$ cat src/rtl/control_towerplacer.sv
// control_towerplacer
//   Moore sequencer for the tower-placer datapath. It steps through cursor init,
//   cursor square draw, erase/move right, erase/move down and erase/draw tower.
//   It keeps a mirror of the cursor position and an occupancy bitmap, so a tower
//   is never drawn on a cell that already holds one.
// Ports
//   clk, resetn                       clock; resetn is asynchronous and active-high
//   key_right/key_down/key_place      debounced key levels, acted on by rising edge in S_IDLE
//   square_done, erase_square_done,
//   tower_done, valid                 datapath feedback levels
//   top_left .. draw_tower            one-hot control strobes (none in S_IDLE)
//   busy                              high outside S_IDLE
//   place_rejected, fault             single-cycle status pulses
//   cursor_col, cursor_row            mirrored cursor position
//   tower_count                       number of occupied cells
module control_towerplacer #(
  parameter int unsigned GRID_COLS    = 8,
  parameter int unsigned GRID_ROWS    = 6,
  parameter int unsigned DONE_TIMEOUT = 1023,
  localparam int unsigned COL_W = (GRID_COLS > 1) ? $clog2(GRID_COLS) : 1,
  localparam int unsigned ROW_W = (GRID_ROWS > 1) ? $clog2(GRID_ROWS) : 1,
  localparam int unsigned CNT_W = $clog2(GRID_COLS * GRID_ROWS + 1)
) (
  input  logic             clk,
  input  logic             resetn,
  input  logic             key_right,
  input  logic             key_down,
  input  logic             key_place,
  input  logic             square_done,
  input  logic             erase_square_done,
  input  logic             tower_done,
  input  logic             valid,
  output logic             top_left,
  output logic             draw_square,
  output logic             move_right,
  output logic             move_down,
  output logic             move_right_wait,
  output logic             move_down_wait,
  output logic             erase_square_right,
  output logic             erase_square_down,
  output logic             erase_square_tower,
  output logic             draw_tower,
  output logic             busy,
  output logic             place_rejected,
  output logic             fault,
  output logic [COL_W-1:0] cursor_col,
  output logic [ROW_W-1:0] cursor_row,
  output logic [CNT_W-1:0] tower_count
);

  localparam int unsigned CELLS = GRID_COLS * GRID_ROWS;
  localparam int unsigned IDX_W = (CELLS > 1) ? $clog2(CELLS) : 1;
  localparam int unsigned TMR_W = $clog2(DONE_TIMEOUT + 1);

  typedef enum logic [3:0] {
    S_TOP_LEFT,
    S_DRAW_SQUARE,
    S_IDLE,
    S_ERASE_RIGHT,
    S_MOVE_RIGHT,
    S_MOVE_RIGHT_WAIT,
    S_ERASE_DOWN,
    S_MOVE_DOWN,
    S_MOVE_DOWN_WAIT,
    S_ERASE_TOWER,
    S_DRAW_TOWER
  } state_t;

  state_t           state, state_next;
  logic [2:0]       key_prev;
  logic [2:0]       key_edge;
  logic [TMR_W-1:0] timer;
  logic [CELLS-1:0] occupancy;
  logic [IDX_W-1:0] cell_idx;
  logic             occupied;
  logic             expired;
  logic             timing_c;
  logic             advance_c;
  logic             fault_c;
  logic             reject_c;
  logic             col_step_c;
  logic             row_step_c;
  logic             place_c;

  // Rising edges of the key levels, ordered {place, right, down}.
  assign key_edge = {key_place, key_right, key_down} & ~key_prev;

  assign cell_idx = IDX_W'(cursor_row) * IDX_W'(GRID_COLS) + IDX_W'(cursor_col);
  assign occupied = occupancy[cell_idx];
  assign expired  = (timer == TMR_W'(DONE_TIMEOUT - 1));

  // State register
  always_ff @(posedge clk or posedge resetn) begin
    if (resetn) state <= S_TOP_LEFT;
    else        state <= state_next;
  end

  // Next-state and event decode
  always_comb begin
    state_next = state;
    timing_c   = 1'b0;
    advance_c  = 1'b0;
    fault_c    = 1'b0;
    reject_c   = 1'b0;
    col_step_c = 1'b0;
    row_step_c = 1'b0;
    place_c    = 1'b0;
    case (state)
      S_TOP_LEFT: state_next = S_DRAW_SQUARE;
      S_DRAW_SQUARE: begin
        timing_c  = 1'b1;
        advance_c = square_done;
        if (square_done) state_next = S_IDLE;
      end
      S_IDLE: begin
        // place > right > down; the losing edges are simply dropped
        if (key_edge[2]) begin
          if (occupied) reject_c   = 1'b1;
          else          state_next = S_ERASE_TOWER;
        end else if (key_edge[1]) begin
          state_next = S_ERASE_RIGHT;
        end else if (key_edge[0]) begin
          state_next = S_ERASE_DOWN;
        end
      end
      S_ERASE_RIGHT: begin
        timing_c  = 1'b1;
        advance_c = erase_square_done;
        if (erase_square_done) state_next = S_MOVE_RIGHT;
      end
      S_MOVE_RIGHT: begin
        timing_c  = 1'b1;
        advance_c = valid;
        if (valid) begin
          state_next = S_MOVE_RIGHT_WAIT;
          col_step_c = 1'b1;
        end
      end
      S_MOVE_RIGHT_WAIT: state_next = S_DRAW_SQUARE;
      S_ERASE_DOWN: begin
        timing_c  = 1'b1;
        advance_c = erase_square_done;
        if (erase_square_done) state_next = S_MOVE_DOWN;
      end
      S_MOVE_DOWN: begin
        timing_c  = 1'b1;
        advance_c = valid;
        if (valid) begin
          state_next = S_MOVE_DOWN_WAIT;
          row_step_c = 1'b1;
        end
      end
      S_MOVE_DOWN_WAIT: state_next = S_DRAW_SQUARE;
      S_ERASE_TOWER: begin
        timing_c  = 1'b1;
        advance_c = erase_square_done;
        if (erase_square_done) state_next = S_DRAW_TOWER;
      end
      S_DRAW_TOWER: begin
        timing_c  = 1'b1;
        advance_c = tower_done;
        if (tower_done) begin
          state_next = S_DRAW_SQUARE;
          place_c    = 1'b1;
        end
      end
      default: state_next = S_TOP_LEFT;
    endcase
    // A late done still wins over the timeout in the same cycle.
    if (timing_c && !advance_c && expired) begin
      state_next = S_TOP_LEFT;
      fault_c    = 1'b1;
    end
  end

  // Strobes and busy are registered from state_next, so they track the state register exactly.
  always_ff @(posedge clk or posedge resetn) begin
    if (resetn) begin
      top_left           <= 1'b1;
      draw_square        <= 1'b0;
      move_right         <= 1'b0;
      move_down          <= 1'b0;
      move_right_wait    <= 1'b0;
      move_down_wait     <= 1'b0;
      erase_square_right <= 1'b0;
      erase_square_down  <= 1'b0;
      erase_square_tower <= 1'b0;
      draw_tower         <= 1'b0;
      busy               <= 1'b1;
    end else begin
      top_left           <= (state_next == S_TOP_LEFT);
      draw_square        <= (state_next == S_DRAW_SQUARE);
      move_right         <= (state_next == S_MOVE_RIGHT);
      move_down          <= (state_next == S_MOVE_DOWN);
      move_right_wait    <= (state_next == S_MOVE_RIGHT_WAIT);
      move_down_wait     <= (state_next == S_MOVE_DOWN_WAIT);
      erase_square_right <= (state_next == S_ERASE_RIGHT);
      erase_square_down  <= (state_next == S_ERASE_DOWN);
      erase_square_tower <= (state_next == S_ERASE_TOWER);
      draw_tower         <= (state_next == S_DRAW_TOWER);
      busy               <= (state_next != S_IDLE);
    end
  end

  // Key history, status pulses and the wait timer
  always_ff @(posedge clk or posedge resetn) begin
    if (resetn) begin
      key_prev       <= 3'b111;
      place_rejected <= 1'b0;
      fault          <= 1'b0;
      timer          <= '0;
    end else begin
      key_prev       <= {key_place, key_right, key_down};
      place_rejected <= reject_c;
      fault          <= fault_c;
      if ((state_next != state) || !timing_c) timer <= '0;
      else                                    timer <= timer + TMR_W'(1);
    end
  end

  // Cursor mirror, occupancy bitmap and tower count
  always_ff @(posedge clk or posedge resetn) begin
    if (resetn) begin
      cursor_col  <= '0;
      cursor_row  <= '0;
      occupancy   <= '0;
      tower_count <= '0;
    end else begin
      if (state == S_TOP_LEFT) begin
        cursor_col <= '0;
        cursor_row <= '0;
      end else begin
        if (col_step_c)
          cursor_col <= (cursor_col == COL_W'(GRID_COLS - 1)) ? '0 : cursor_col + COL_W'(1);
        if (row_step_c)
          cursor_row <= (cursor_row == ROW_W'(GRID_ROWS - 1)) ? '0 : cursor_row + ROW_W'(1);
      end
      if (place_c) begin
        occupancy[cell_idx] <= 1'b1;
        tower_count         <= tower_count + CNT_W'(1);
      end
    end
  end

endmodule

$ cat config.mk
export PLATFORM = sky130hd
export DESIGN_NAME = control_towerplacer
export DESIGN_NICKNAME = d
export VERILOG_FILES = /design/src/rtl/control_towerplacer.sv
export SDC_FILE = /design/constraint.sdc
export NUM_CORES = 1
export LEC_CHECK = 0
export CAP_MARGIN = 40
export CORE_ASPECT_RATIO = 0.8
export CORE_UTILIZATION = 55
export CTS_BUF_LIST = sky130_fd_sc_hd__clkbuf_8
export CTS_CLUSTER_DIAMETER = 30
export DETAILED_ROUTE_END_ITERATION = 10
export PLACE_DENSITY = 0.8
export SYNTH_ARGS = -nofsm -noshare
export SYNTH_HDL_FRONTEND = slang
export SYNTH_SLANG_ARGS = --single-unit
$ cat constraint.sdc
create_clock -name clk -period 6.63 [get_ports clk]
set_input_delay 1.989 -clock clk [delete_from_list [all_inputs] [get_ports clk]]
set_output_delay 1.989 -clock clk [all_outputs]
set_load 0.05 [all_outputs]
# Word-level counts from Yosys, hierarchy flattened
# Cells that the tools add are included.
[totals]
out_inout_bits = 25
input_bits = 9
elab_cells = 103
ff_bits = 90
[op_classes]
magnitude_cmp = 2
bitwise_logic = 3
n_mux = 35
reduce_logical = 14
addsub = 5
n_eq_ne = 24
[ops]
columns = ["cell", "n"]
rows = [
  ["$mux W4", 12],
  ["$or A48 B48 Y48", 1],
  ["$pmux W4 S9", 1],
  ["$eq A4 B3 Y1 const B", 8],
  ["$eq A4 B4 Y1 const B", 6],
  ["$mux W3", 6],
  ["$eq A4 B2 Y1 const B", 3],
  ["$mux W1", 12],
  ["$add A10 B1 Y10 const B", 1],
  ["$eq A10 B10 Y1 const B", 1],
  ["$mux W10", 1],
  ["$eq A4 B1 Y1 const B", 2],
  ["$logic_not A4 Y1", 2],
  ["$lt A6 B7 Y1 const B", 1],
  ["$reduce_or A7 Y1", 1],
  ["$add A3 B1 Y3 const B", 2],
  ["$add A6 B1 Y6 const B", 1],
  ["$add A6 B3 Y6", 1],
  ["$bmux W1 S6", 1],
  ["$demux W1 S6", 1],
  ["$eq A3 B3 Y1 const B", 2],
  ["$ge A6 B1 Y1 const B", 1],
  ["$reduce_or A3 Y1", 2],
  ["$ne A4 B2 Y1 const B", 1],
  ["other kinds (9)", 13],
]

# Longest topological paths before layout
[logic_depth]
depth_word = 10
depth_mapped = 9
depth_no_buf = 8

# Worst setup path before layout
# No wires, ideal clock.
[synth_path]
kind = "input -> register"
startpoint = "input port valid"
endpoint = "register timer[0]"
path_buffers = 1
arrival_time_ns = 3.264
stages = 6
t_required_ns = 6.536
setup_time_ns = 0.094
setup_slack_ns = 3.272
cell_sequence = "mux2i_1 -> a222oi_1 -> o22ai_1 -> a211o_1 -> clkbuf_1 -> a211oi_1"
[synth_via]
elab_chain_cells = 8
word_cells_on_any_way = 11
cone_classes = "1 x eq/ne; 6 x mux; 4 x reduce/logical"
[synth_rtl]
columns = ["element", "line_no", "text"]
rows = [
  ["from (decl)", "32", "input logic valid,"],
  ["$pmux W1 S4", "108", "case (state)"],
  ["$logic_not A1 Y1", "170", "if (timing_c && !advance_c && expired) begin"],
  ["$logic_and A1 B1 Y1 (2 in a row)", "170", ""],
  ["$mux W4 (*)", "170", ""],
  ["$ne A4 B4 Y1 (*)", "216", "if ((state_next != state) || !timing_c) timer <= '0;"],
  ["$logic_or A1 B1 Y1 (*)", "216", ""],
  ["$mux W10 (*)", "216", ""],
  ["to (signal assigned)", "217", "else timer <= timer + TMR_W'(1);"],
  ["to (decl)", "72", "logic [TMR_W-1:0] timer;"],
]
# Mark *: on every way between the ends. The rest lies on a longest branch, timed or not.
# A chain may end at the register's enable or synchronous reset.

# Final worst setup path
[layout_path]
startpoint = "input port erase_square_done"
endpoint = "register timer[4]"
[layout_via]
elab_chain_cells = 8
word_cells_on_any_way = 12
cone_classes = "1 x eq/ne; 7 x mux; 4 x reduce/logical"
[layout_rtl]
columns = ["element", "line_no", "text"]
rows = [
  ["from (decl)", "30", "input logic erase_square_done,"],
  ["$pmux W1 S4", "108", ""],
  ["$logic_not A1 Y1", "170", ""],
  ["$logic_and A1 B1 Y1 (2 in a row)", "170", ""],
  ["$mux W4 (*)", "170", ""],
  ["$ne A4 B4 Y1 (*)", "216", ""],
  ["$logic_or A1 B1 Y1 (*)", "216", ""],
  ["$mux W10 (*)", "216", ""],
]
# Marks and branches as above.

==> reports/results.txt <==
Clock transition at the register clock pins on the worst setup and hold paths after CTS -> 0.09 ns
Post-place instance area -> 4828 um^2
Most used standard cell by instance count after synthesis -> sky130_fd_sc_hd__dfrtp_1
Final Setup Violations -> 0
Initial detailed-routing violation count -> 237
F_max -> 0.2400 GHz
Ports placed on the boundary -> 34
Nets -> 434
Number of CTS-inserted buffers -> 9
Number of clock sinks -> 90
Setup repair after global routing missed its margin -> false
Final hold slack -> 0.4589 ns
Initial Util -> 0.5820
Clk buf depth -> 2
Top cells by area, synth -> sky130_fd_sc_hd__dfrtp_1, sky130_fd_sc_hd__mux2i_1, sky130_fd_sc_hd__a21o_1
Remaining number of nets flagged by the antenna check after routing -> 0
Proportion of netlist area held by the largest area contributor -> 0.4830
Fill count -> 626
Least-Margin Pin Slew -> 0.8397 ns
Power per Cell Area -> 313.3 nW/um^2
Max-slew headroom at the worst pin -> 0.4350
List of cells traversed by the critical path -> clkdlybuf4s50_1 > nand2b_1 > mux2i_1 > a222oi_1 > o22ai_1 > nand4b_1 > a211oi_1
Mean routed wirelength per cell -> 16.64 um
Required arrival time at the worst endpoint -> 6.89 ns
Detailed-placement wirelength estimate -> 6.221 mm
Maximum fanout encountered on the critical timing path -> 10
Ys async rst share -> 1.000
Worst setup startpoint -> erase_square_done
Post-CTS Resized -> 0
Setup crit end kind -> flip-flop
Register area share after synthesis -> 0.5128
Synth area leader -> sky130_fd_sc_hd__dfrtp_1
R2R setup slack -> 3.75 ns
Wire length of the first global-routing pass -> 14.72 mm
Number of cells on the worst reg-to-reg path -> 5
Final Hold Fails -> 0
Reg area -> 2260 um^2
Capture point of the worst reg-to-reg path -> timer[4]$_DFF_PP0_
Number of distinct standard cells referenced by the synthesized netlist -> 53
Startpoint types -> input port
Placed cell count -> 514
Routability congestion estimate from global placement -> 0.8390
Share of final-layout standard cells stronger than drive strength 1 -> 0.1035
Total via count in the routed design -> 3053
Prevailing post-synth register cell -> sky130_fd_sc_hd__dfrtp_1
Worst clock skew on the final layout -> 0.004846 ns
Die X-Extent -> 102.0 um
Netlist area before placement -> 4404 um^2
Synthesized area per cell -> 11.29 um^2
Gate count of the mapped netlist -> 390
Flop and latch count out of synthesis -> 90
Setup fix buffers added after clock tree synthesis -> 0
Worst skew pair latency -> 0.35 ns
Peak supply drop -> 153.4 uV
Die Area -> 8372 um^2
Number of standard cells in the final layout excluding fillers -> 530
Placement Rows -> 28
RR Startpoint -> state[0]$_DFF_PP0_
Post-Layout Inst Area -> 5021 um^2
Library cell used as clock root buffer -> sky130_fd_sc_hd__clkbuf_8
Area growth, synth to finish -> 14.01%
Arrival time at the worst endpoint -> 4.42 ns
Vias per std cell -> 5.760
Area of the placeable core -> 7567 um^2
Crit path largest cell delay -> 0.56 ns
Number of flops mapped to enable cells by yosys -> 0
Number of levels in the clock H-tree -> 3
Type of the worst min-delay path -> flip-flop to flip-flop
CP bufs+invs -> 1
Overall die height -> 82.04 um
Net count after synthesis -> 404
Final Critical Period -> 4.166 ns
Post-CTS Hold Fix Bufs -> 0
# diodes -> 0
Critical Setup Path Class -> input port to flip-flop
Final slew viol count -> 0
GRT Total Usage -> 0.2321
Yosys synthesis warning count -> 0
Area taken by multi-input logic gates -> 2002 um^2
Status -> finished, final reports clean
CP Capture Point -> timer[4]$_DFF_PP0_
# Max-Cap Violations -> 0
Total overflow reported by the global router -> 0
Cell depth of the worst setup path -> 7
Crit path max-delay family -> compound AO/OA/AOI/OAI gates
Clock tree from TritonCTS -> built
Number of iterations in the first detailed-routing pass -> 5
Final wirelength -> 8.818 mm
Total leakage power -> 2.285 nW
Initial antenna violation count -> 0
Sum Neg Setup Slack -> 0 ns
Largest net degree at the start of global routing -> 44
Critical path's slowest cell -> sky130_fd_sc_hd__nand4b_1
DRC violations left -> 0
Port Buf Inserts -> 33
Final period utilization -> 0.6284
Vias in the first global route -> 2977
Most frequent cells after synthesis -> sky130_fd_sc_hd__dfrtp_1, sky130_fd_sc_hd__mux2i_1, sky130_fd_sc_hd__nand2_1
cell families after synthesis:
| logic type | Yosys count | synth area share |
|---|---|---|
| XOR/XNOR | 14 | 0.02784 |
| AND/OR/NAND/NOR | 125 | 0.1571 |
| AO/OA/AOI/OAI | 90 | 0.1543 |
| adder cells (fa/ha/maj) | 5 | 0.01420 |
| flip-flops | 90 | 0.5128 |
| buffers and inverters | 29 | 0.03267 |
| multiplexers | 37 | 0.1011 |
how the worst min path moves through the flow:
stage | startpoint | endpoint | depth (start not counted)
after detailed placement | occupancy[16]$_DFFE_PP0P_ | occupancy[16]$_DFFE_PP0P_ | 1
after CTS | occupancy[16]$_DFFE_PP0P_ | occupancy[16]$_DFFE_PP0P_ | 1
after floorplan | occupancy[0]$_DFFE_PP0P_ | occupancy[0]$_DFFE_PP0P_ | 1
after global placement | occupancy[38]$_DFFE_PP0P_ | occupancy[38]$_DFFE_PP0P_ | 1
after global routing | occupancy[20]$_DFFE_PP0P_ | occupancy[20]$_DFFE_PP0P_ | 1
final | occupancy[34]$_DFFE_PP0P_ | occupancy[34]$_DFFE_PP0P_ | 1
power by group:
group / internal, mW / switching, mW
sequential: 0.587 / 0.0992
clock: 0.174 / 0.192
combinational: 0.196 / 0.324
metal layers:
metal | GRT usage | vias up | routed length, um | share of wire
met2 | 0.3523 | 96 | 3885 | 0.44
li1 | - | 1470 | - | -
met3 | 0.04170 | 11 | 536 | 0.061
met5 | 0 | - | 0 | 0
met4 | 0.07286 | 0 | 99 | 0.011
met1 | 0.3395 | 1476 | 4296 | 0.49
placed cells by master, fill, tap and decap left out, types with 3 or more instances in the layout:
master                            Yosys  layout
sky130_fd_sc_hd__dfrtp_1             85      84
sky130_fd_sc_hd__clkdlybuf4s50_1      0      33
sky130_fd_sc_hd__mux2i_1             31      31
sky130_fd_sc_hd__nand2_1             26      26
sky130_fd_sc_hd__o21bai_1            25      25
sky130_fd_sc_hd__a21o_1              25      25
sky130_fd_sc_hd__nor2b_1             17      17
sky130_fd_sc_hd__nor2_1              17      17
sky130_fd_sc_hd__nand2b_1            10      10
sky130_fd_sc_hd__xnor2_1             10      10
sky130_fd_sc_hd__a211oi_1            10      10
sky130_fd_sc_hd__nand3_1              9       9
sky130_fd_sc_hd__nor3b_1              9       9
sky130_fd_sc_hd__clkbuf_8             0       9
sky130_fd_sc_hd__a21oi_1              8       8
sky130_fd_sc_hd__nor3_1               7       7
sky130_fd_sc_hd__nand4_1              6       6
sky130_fd_sc_hd__inv_1                6       6
sky130_fd_sc_hd__mux4_2               6       6
sky130_fd_sc_hd__and3_1               5       5
sky130_fd_sc_hd__and2_1               5       5
sky130_fd_sc_hd__ha_1                 5       5
sky130_fd_sc_hd__dfstp_2              5       5
sky130_fd_sc_hd__nor4_1               4       4
sky130_fd_sc_hd__xor2_1               4       4
sky130_fd_sc_hd__clkinv_2             0       3
sky130_fd_sc_hd__buf_2                6       3
metrics by stage:
step / worst slack [ns] / power [mW] / util
finish: 2.464 / 1.573 / 0.6635
CTS: 2.526 / 1.574 / 0.6635
detailed placement: 2.159 / 1.207 / 0.6381
global placement: 2.297 / 1.183 / 0.6293
global route: 2.233 / 1.654 / 0.6635
floorplan: 2.314 / 1.090 / -
sequential cells by signal (all words and copies together) (netlist names):
register,count
erase_square_right,1
move_right_wait,1
draw_tower,1
draw_square,1
busy,1
cursor_col,3
occupancy,48
fault,1
place_rejected,1
erase_square_tower,1
move_down,1
move_down_wait,1
tower_count,6
erase_square_down,1
move_right,1
state,4
cursor_row,3
key_prev,3
top_left,1
timer,10
cell type report:
| class | count | area share |
|---|---|---|
| Inverter | 8 | 0.006230 |
| Sequential cell | 90 | 0.4500 |
| Timing Repair Buffer | 40 | 0.08049 |
| Tap cell | 105 | 0.02616 |
| Clock buffer | 9 | 0.02467 |
| Clock inverter | 7 | 0.01371 |
| Multi-Input combinational cell | 271 | 0.3987 |
Power figures use the tool's default switching activity.
